[config.mk]
export PLATFORM = sky130hd
export DESIGN_NAME = div_issue_queue
export DESIGN_NICKNAME = d
export VERILOG_FILES = /design/src/rtl/div_issue_queue.sv
export SDC_FILE = /design/constraint.sdc
export NUM_CORES = 1
export LEC_CHECK = 0
export ABC_AREA = 1
export BUFFER_PORTS_ARGS = -buffer_cell sky130_fd_sc_hd__clkbuf_2
export CAP_MARGIN = 20
export CORE_ASPECT_RATIO = 0.5
export CORE_UTILIZATION = 35
export DETAILED_ROUTE_END_ITERATION = 16
export SLEW_MARGIN = 40
export SYNTH_ARGS = -nofsm -noshare
export SYNTH_HDL_FRONTEND = slang
export SYNTH_SLANG_ARGS = --single-unit
[constraint.sdc]
create_clock -name clk -period 21.7 [get_ports clk]
set_clock_uncertainty 0.05 [all_clocks]
set_input_delay 1.085 -clock clk [delete_from_list [all_inputs] [get_ports clk]]
set_output_delay 1.085 -clock clk [all_outputs]
set_load 0.02 [all_outputs]
[src/rtl/div_issue_queue.sv]
// Issue queue for the divide unit: collapsing age-ordered queue with CDB snoop
// and oldest-ready selection feeding a registered issue packet.
module div_issue_queue #(
  parameter  int DATA_W = 32,
  parameter  int TAG_W  = 6,
  parameter  int DEPTH  = 4,
  localparam int CNT_W  = $clog2(DEPTH + 1)
) (
  input  logic              clk,
  input  logic              rst,
  input  logic              flush,
  input  logic              dispatch_en,
  input  logic [DATA_W-1:0] dispatch_rs_data,
  input  logic [TAG_W-1:0]  dispatch_rs_tag,
  input  logic              dispatch_rs_valid,
  input  logic [DATA_W-1:0] dispatch_rt_data,
  input  logic [TAG_W-1:0]  dispatch_rt_tag,
  input  logic              dispatch_rt_valid,
  input  logic [TAG_W-1:0]  dispatch_rd_tag,
  output logic              div_queue_full,
  input  logic              cdb_valid,
  input  logic [TAG_W-1:0]  cdb_tag,
  input  logic [DATA_W-1:0] cdb_data,
  output logic              issue_ready,
  input  logic              issue_grant,
  output logic              issueblk_done,
  output logic [DATA_W-1:0] issueque_rs_data,
  output logic [DATA_W-1:0] issueque_rt_data,
  output logic [TAG_W-1:0]  issueque_rd_tag,
  output logic [CNT_W-1:0]  div_queue_count
);

  typedef struct packed {
    logic              valid;
    logic              rs_rdy;
    logic [TAG_W-1:0]  rs_tag;
    logic [DATA_W-1:0] rs_data;
    logic              rt_rdy;
    logic [TAG_W-1:0]  rt_tag;
    logic [DATA_W-1:0] rt_data;
    logic [TAG_W-1:0]  rd_tag;
  } entry_t;

  entry_t            q     [DEPTH];
  entry_t            snoop [DEPTH+1];
  entry_t            nxt   [DEPTH];
  entry_t            new_e;
  entry_t            sel_e;
  logic [CNT_W-1:0]  sel;
  logic [CNT_W-1:0]  wr_idx;
  logic [CNT_W-1:0]  count_q;
  logic [CNT_W-1:0]  count_nxt;
  logic              full_q;
  logic              fire;
  logic              accept;
  logic              rs_bypass;
  logic              rt_bypass;

  // Selection looks at registered state only, so a snoop wake-up becomes
  // selectable the cycle after the broadcast.
  always_comb begin
    // NOTE: every variable driven here gets a default first, so no path can
    // leave one unassigned and infer a latch.
    issue_ready = 1'b0;
    sel         = '0;
    sel_e       = '0;
    for (int i = 0; i < DEPTH; i++) begin
      if (!issue_ready && q[i].valid && q[i].rs_rdy && q[i].rt_rdy) begin
        issue_ready = 1'b1;
        sel         = CNT_W'(i);
        sel_e       = q[i];
      end
    end
  end

  assign fire   = issue_ready & issue_grant;
  assign accept = dispatch_en & ~full_q & ~flush;

  always_comb begin
    for (int i = 0; i < DEPTH; i++) begin
      snoop[i] = q[i];
      if (cdb_valid && q[i].valid) begin
        if (!q[i].rs_rdy && q[i].rs_tag == cdb_tag) begin
          snoop[i].rs_rdy  = 1'b1;
          snoop[i].rs_data = cdb_data;
        end
        if (!q[i].rt_rdy && q[i].rt_tag == cdb_tag) begin
          snoop[i].rt_rdy  = 1'b1;
          snoop[i].rt_data = cdb_data;
        end
      end
    end
    // Empty slot shifted into the top position on compaction.
    snoop[DEPTH] = '0;
  end

  // Operands broadcast on the dispatch cycle are captured directly.
  assign rs_bypass = ~dispatch_rs_valid & cdb_valid & (dispatch_rs_tag == cdb_tag);
  assign rt_bypass = ~dispatch_rt_valid & cdb_valid & (dispatch_rt_tag == cdb_tag);

  always_comb begin
    new_e         = '0;
    new_e.valid   = 1'b1;
    new_e.rs_rdy  = dispatch_rs_valid | rs_bypass;
    new_e.rs_tag  = dispatch_rs_tag;
    new_e.rs_data = rs_bypass ? cdb_data : dispatch_rs_data;
    new_e.rt_rdy  = dispatch_rt_valid | rt_bypass;
    new_e.rt_tag  = dispatch_rt_tag;
    new_e.rt_data = rt_bypass ? cdb_data : dispatch_rt_data;
    new_e.rd_tag  = dispatch_rd_tag;
  end

  // Entries are contiguous from index 0, so after removing the issued entry
  // the first free slot is simply the post-issue occupancy.
  assign wr_idx    = count_q - CNT_W'(fire);
  assign count_nxt = count_q + CNT_W'(accept) - CNT_W'(fire);

  always_comb begin
    for (int i = 0; i < DEPTH; i++) begin
      nxt[i] = (fire && CNT_W'(i) >= sel) ? snoop[i+1] : snoop[i];
      if (accept && CNT_W'(i) == wr_idx) begin
        nxt[i] = new_e;
      end
    end
  end

  always_ff @(posedge clk or posedge rst) begin
    // NOTE: the queue is a handful of flops rather than a RAM, so the whole
    // array is reset; clearing only valid would leave stale fields visible.
    if (rst) begin
      for (int i = 0; i < DEPTH; i++) q[i] <= '0;
      count_q          <= '0;
      full_q           <= 1'b0;
      issueblk_done    <= 1'b0;
      issueque_rs_data <= '0;
      issueque_rt_data <= '0;
      issueque_rd_tag  <= '0;
    end else if (flush) begin
      // NOTE: state registers use non-blocking assignments so every flop
      // samples the pre-edge values regardless of statement order.
      for (int i = 0; i < DEPTH; i++) q[i] <= '0;
      count_q          <= '0;
      full_q           <= 1'b0;
      issueblk_done    <= 1'b0;
      issueque_rs_data <= '0;
      issueque_rt_data <= '0;
      issueque_rd_tag  <= '0;
    end else begin
      for (int i = 0; i < DEPTH; i++) q[i] <= nxt[i];
      count_q          <= count_nxt;
      full_q           <= (count_nxt == CNT_W'(DEPTH));
      issueblk_done    <= fire;
      issueque_rs_data <= fire ? sel_e.rs_data : '0;
      issueque_rt_data <= fire ? sel_e.rt_data : '0;
      issueque_rd_tag  <= fire ? sel_e.rd_tag  : '0;
    end
  end

  assign div_queue_full  = full_q;
  assign div_queue_count = count_q;

endmodule

## After elaboration in Yosys (flattened, before gate mapping)

Index checks and enable logic that the tools add are counted.

| word-level totals | value |
|---|---|
| word-level logic and storage cells | 183 |
| input port bits | 128 |
| bits in registers | 415 |

| operators by class | value |
|---|---|
| bitwise gates (word level) | 13 |
| reduce and logical (&&, ||, !) cells | 52 |
| multiplexer cells | 59 |
| add/subtract/negate cells | 3 |
| magnitude comparators | 4 |
| equal/unequal tests | 14 |

Operator list:

| cell | count |
|---|---|
| $mux W85 | 8 |
| $mux W32 | 18 |
| $mux W340 | 1 |
| $mux W77 | 4 |
| $mux W33 | 4 |
| $eq A6 B6 Y1 | 10 |
| $logic_and A1 B1 Y1 | 31 |
| $mux W1 | 19 |
| $mux W6 | 2 |
| $reduce_bool A3 Y1 | 4 |
| $reduce_bool A4 Y1 | 3 |
| $logic_not A1 Y1 | 11 |
| $mux W3 | 3 |
| $and A1 B1 Y1 | 7 |
| $eq A2 B3 Y1 const A | 2 |
| $ge A1 B3 Y1 const A | 2 |
| $ge A2 B3 Y1 const A | 2 |
| $sub A3 B1 Y3 | 2 |
| $not A1 Y1 | 4 |
| $reduce_and A2 Y1 | 2 |
| $add A3 B1 Y3 | 1 |
| $eq A1 B3 Y1 const A | 1 |
| $eq A3 B3 Y1 const B | 1 |
| $logic_not A3 Y1 | 1 |
| $or A1 B1 Y1 | 2 |

## Logic depth before layout (Yosys ltp)

| depth | value |
|---|---|
| depth after elaboration | 24 |
| mapped depth | 16 |
| depth with buffers taken out | 13 |

## Least setup slack after synthesis

Ideal clock, no wire load.

| path | value |
|---|---|
| path kind | input to register |
| start point | input flush |
| end point | register full_q, in the netlist div_queue_full |
| stages on the path | 9 |
| buffers on the path | 3 |
| path slack | 18.657 ns |
| required time | 21.534 ns |
| arrival time | 2.877 ns |
| path through | inv_1 -> clkbuf_1 -> clkbuf_1 -> buf_1 -> a21oi_1 -> fa_1 -> or2_2 -> nand3_1 -> nor2_1 |

| on the way | value |
|---|---|
| cells in the longest elaborated chain, start to end | 6 |

RTL lines:

| element | RTL line | RTL |
|---|---|---|
| start: declaration | 11 | `input logic flush,` |
| $not A1 Y1 | 77 | `assign accept = dispatch_en & ~full_q & ~flush;` |
| $and A1 B1 Y1 | 77 |  |
| $add A3 B1 Y3 | 116 | `assign count_nxt = count_q + CNT_W'(accept) - CNT_W'(fire);` |
| $sub A3 B1 Y3 | 116 |  |
| $eq A3 B3 Y1 | 151 | `full_q <= (count_nxt == CNT_W'(DEPTH));` |
| $mux W1 * | 138 | `end else if (flush) begin` |
| end signal: assignment | 151 |  |
| end: declaration | 53 | `logic full_q;` |

Mark *: on every way between the ends. The rest lies on a longest branch, timed or not.
A chain may end at the register's enable or synchronous reset.

## Worst setup path in the final report

| path | value |
|---|---|
| start point | register, netlist name q[338] |
| end point | register, netlist name q[162] |

| on the way | value |
|---|---|
| cells in the longest elaborated chain, start to end | 24 |
| elaborated cells on any way between the ends | 30 |
| classes of those cells | add/sub: 1; order compare: 1; eq/ne: 1; mux: 9; bitwise: 1; reduce/logical: 17 |

RTL lines:

| element | RTL line | RTL |
|---|---|---|
| $logic_and A1 B1 Y1 * (2 in a row) | 68 | `if (!issue_ready && q[i].valid && q[i].rs_rdy && q[i].rt_rdy) begin` |
| $mux W1 * | 68 |  |
| $logic_not A1 Y1 | 68 |  |
| $logic_and A1 B1 Y1 (3 in a row) | 68 |  |
| $mux W1 | 68 |  |
| $logic_not A1 Y1 | 68 |  |
| $logic_and A1 B1 Y1 (3 in a row) | 68 |  |
| $mux W1 | 68 |  |
| $logic_not A1 Y1 | 68 |  |
| $logic_and A1 B1 Y1 (3 in a row) | 68 |  |
| $mux W1 | 68 |  |
| $and A1 B1 Y1 | 76 | `assign fire = issue_ready & issue_grant;` |
| $sub A3 B1 Y3 | 115 | `assign wr_idx = count_q - CNT_W'(fire);` |
| $eq A2 B3 Y1 | 121 | `if (accept && CNT_W'(i) == wr_idx) begin` |
| $logic_and A1 B1 Y1 | 121 |  |
| $mux W85 | 121 |  |
| $mux W340 | 138 |  |

Marks and branches as above.

==> metrics.md <==
| Metric | Value |
|---|---|
| DIE WIDTH | between 300 and 400 µm |
| Switching portion of total power | 0.308 |
| Final net count | 4113 |
| Crit-path cells | nand3_2 -> buf_4 -> nand2_1 -> inv_1 -> nand2_1 -> nand2_4 -> buf_4 -> nand3_2 -> o21ai_0 |
| DPL Wire Length | 63100 µm |
| Synth Net Count | 4105 |
| CTS Root Cell | clkbuf_16 |
| Synthesized flop and latch total | 415 |
| Yosys Warn Count | 0 |
| Drt initial violations | roughly 3200 |
| GRT Max-Usage Layer | met2 |
| Total power | roughly 0.002 W |
| Die height | between 150 and 200 µm |
| Crit path max-delay family | buffers and inverters |
| Clock sink count | just over 400 |
| Final wirelength | ~110000 µm |
| Crit path buf inv count | 3 |
| P_sw | just over 0.0006 W |
| CP max stage delay | slightly below 800 ps |
| Vias per cell | approximately 5.7 |
| Initial antenna violation count | 1 |
| Hold_buf cts | 0 |
| Final Max Tran Viols | 0 |
| First-pass GRT wire length | 163000 µm |
| CTS Buf Count | between 40 and 50 |
| Pwr per Cell Area | around 66 mW/mm² |
| Synthesized area | approximately 0.027 mm² |
| Leakage | about 15 nW |
| Initial Utilization | 0.355 |
| Post-synth EDFFs | 0 |
| GR Layer Usage met1 | 0.367 |
| Hold WC Path Type | reg -> reg |
| FF-to-FF path depth | 9 |
| Post-synth cell types | 42 |
| Clock power share | 0.420 |
| Max cap viols | 0 |
| Synth top area cells | dfrtp_1 (39%), nand2_1 (16%), nand3_1 (10%), nor2_1 (5.0%), o21ai_0 (4.8%) |
| Fill cells | approximately 8000 |
| Post-route clock period utilization | 0.215 |
| Final GP Congestion | just under 0.9 |
| I/O Buffers | about 200 |
| Crit Path Max Fanout | 54 |
| H-tree depth | 2 |
| Status | complete, no violations |
| # resized after CTS | 0 |
| IO Pins | 204 |
| Vias in the first global route | ~27000 |
| Post-Synthesis Cells | ~4000 |
| Reg-to-Reg Start | q[338] |
| CP arrival | around 5000 ps |
| Worst Hold Launch | q[329] |
| Crit end category | flip-flop |
| Final worst path period need | ~4700 ps |
| WHS Endpoint | q[329] |
| Sequential share of the synthesized area | 0.389 |
| Std-Cell Rows | 71 |
| RSZ-0062 raised after global routing | false |
| Clock Path Buffers | 3 |
| Drt pass-1 iters | 6 |
| CP Launch Type | flip-flop |
| P&R area growth vs syn | 11.5% |
| Hold depth | 2 |
| DR WL/cell | 21.3 µm |
| Reg power frac | 0.431 |
| Setup violations, final | 0 |
| Met3 Usage GRT | 0.0352 |
| GRT Resource Usage Total | 0.273 |
| GR Util met2 | 0.436 |
| Commonest non-fill, non-tap cells in the layout | nand2_1 (1160), nand3_1 (537), dfrtp_1 (412) |
| Critical path's slowest cell | buf_4 |
| Die area | about 0.077 mm² |
| Slew @ Worst Pin | roughly 960 ps |
| Antenna viol nets, final | 0 |
| Synth Flop Type | dfrtp_1 |
| Worst Setup SP | q[338] |
| Post-CTS Setup Inserts | 0 |
| Reg clk slew, reported paths | around 70 ps |
| Via count | ~29000 |
| WS Path Type | reg -> reg |
| Final setup TNS | 0 ps |
| Reg2reg setup slack | roughly 17000 ps |
| Combinational Power Share | 0.150 |
| Share of layout cells above drive strength 1 | 0.101 |
| Core region area | between 0.07 and 0.08 mm² |
| Syn Area/Cell | 6.71 µm² |
| DRC | 0 |
| Most common cell after layout, fill and taps aside | nand2_1 |
| Ys async rst share | 1.00 |
| Fmax | about 210 MHz |
| Cell taking the most area after synthesis | dfrtp_1 |
| Pint | 0.00136 W |
| Synth top area share | 0.389 |
| Largest net degree at the start of global routing | approximately 110 |
| Peak VDD IR | 0.0000491 V |
| Max-Slew Margin vs Limit | 0.361 |
| Clk_lat worst skew | 610 ps |
| Worst R2R End | q[162] |
| Final hold vios | 0 |
| Crit path required time | roughly 22000 ps |
| GR Overflow Total | 0 |
| CTS tree | done |
[sequential cells by signal, summed over array words and instances, names as in the netlist]
| name | flops |
|---|---|
| issueque_rd_tag | 6 |
| issueque_rs_data | 32 |
| q | 340 |
| issueblk_done | 1 |
| div_queue_full | 1 |
| issueque_rt_data | 32 |
| div_queue_count | 3 |
[cells by family (layout without fill, tap and decap cells)]
group | Yosys count | after routing | synth area share
AO/OA/AOI/OAI | 629 | 629 | 0.135
XOR/XNOR | 18 | 18 | 0.00591
adder cells (fa/ha/maj) | 3 | 3 | 0.00169
buffers and inverters | 658 | 697 | 0.104
flip-flops | 415 | 415 | 0.389
other | 0 | 2 | 0
AND/OR/NAND/NOR | 2251 | 2251 | 0.364
[worst reg2reg max path: stages (launching register included)]
cell and delay (ps):
dfrtp_2 630, nand3_2 190, buf_4 740, nand2_1 250, inv_1 180, nand2_1 150
nand2_4 490, buf_4 810, nand3_2 680, o21ai_0 380
[cells in the mapped netlist (6+ instances only)]
cell type and number:
nand4_1 152, nand3_1 539, clkbuf_1 131, o211ai_1 36, nor2_2 9, buf_4 18, a221oi_1 46, nor2_1 356
buf_2 121, o21bai_1 32, xor2_1 8, a41oi_1 19, nor3_1 6, inv_2 9, o22ai_1 21, dfrtp_1 415
o21ai_1 69, o21ai_0 257, nand2_1 1165, buf_6 10, a21oi_1 143, inv_1 342, xnor2_1 10, buf_1 23
[per-layer routing]
metal,vias to the layer above,share of wire
met3,278,0.095
met2,1640,0.45
li1,13090,-
met1,13632,0.41
met4,0,0.044
met5,-,0
[per-stage QoR]
stage	cells	hold slack (ps)	cell area, µm²	setup slack [ps]	util
after floorplan	3974	398	26700	9020	-
after global placement	4952	411	28100	16680	0.373
after detailed placement	4955	415	28200	17040	0.375
after CTS	5035	432	29700	17010	0.395
after global routing	5036	441	29700	17050	0.395
final	5037	428	29800	17040	0.395
[worst max-delay path by stage]
stage	depth (start not counted)	endpoint	slack, ps
after floorplan	1	div_queue_count[0]	9020
after global placement	9	q[166]	16680
after detailed placement	9	q[162]	17040
after CTS	9	q[162]	17010
after global routing	9	q[162]	17050
final	9	q[162]	17040
[layout make-up]
| type | instances | area, µm² | share of cell area |
|---|---|---|---|
| repair buffers | 264 | 1550 | 0.0519 |
| inverters | 353 | 1350 | 0.0452 |
| clock buffers | 65 | 1390 | 0.0466 |
| diodes | 2 | 5.00 | 0.000168 |
| well taps | 1022 | 1280 | 0.0430 |
| clock inverters | 15 | 145 | 0.00488 |
| multi-input cells | 2901 | 13700 | 0.459 |
| flip-flops and latches | 415 | 10400 | 0.349 |
[power by group through the flow]
| stage | clock network (W) | registers [W] | logic, W |
|---|---|---|---|
| floorplan | 0 | 0.000848 | 0.000198 |
| global placement | 0 | 0.000858 | 0.000283 |
| detailed placement | 0 | 0.000859 | 0.000288 |
| CTS | 0.000834 | 0.000845 | 0.000289 |
| global route | 0.000861 | 0.000851 | 0.000325 |
| finish | 0.000826 | 0.000847 | 0.000294 |
Note: power is estimated with default switching activity, not from simulation.
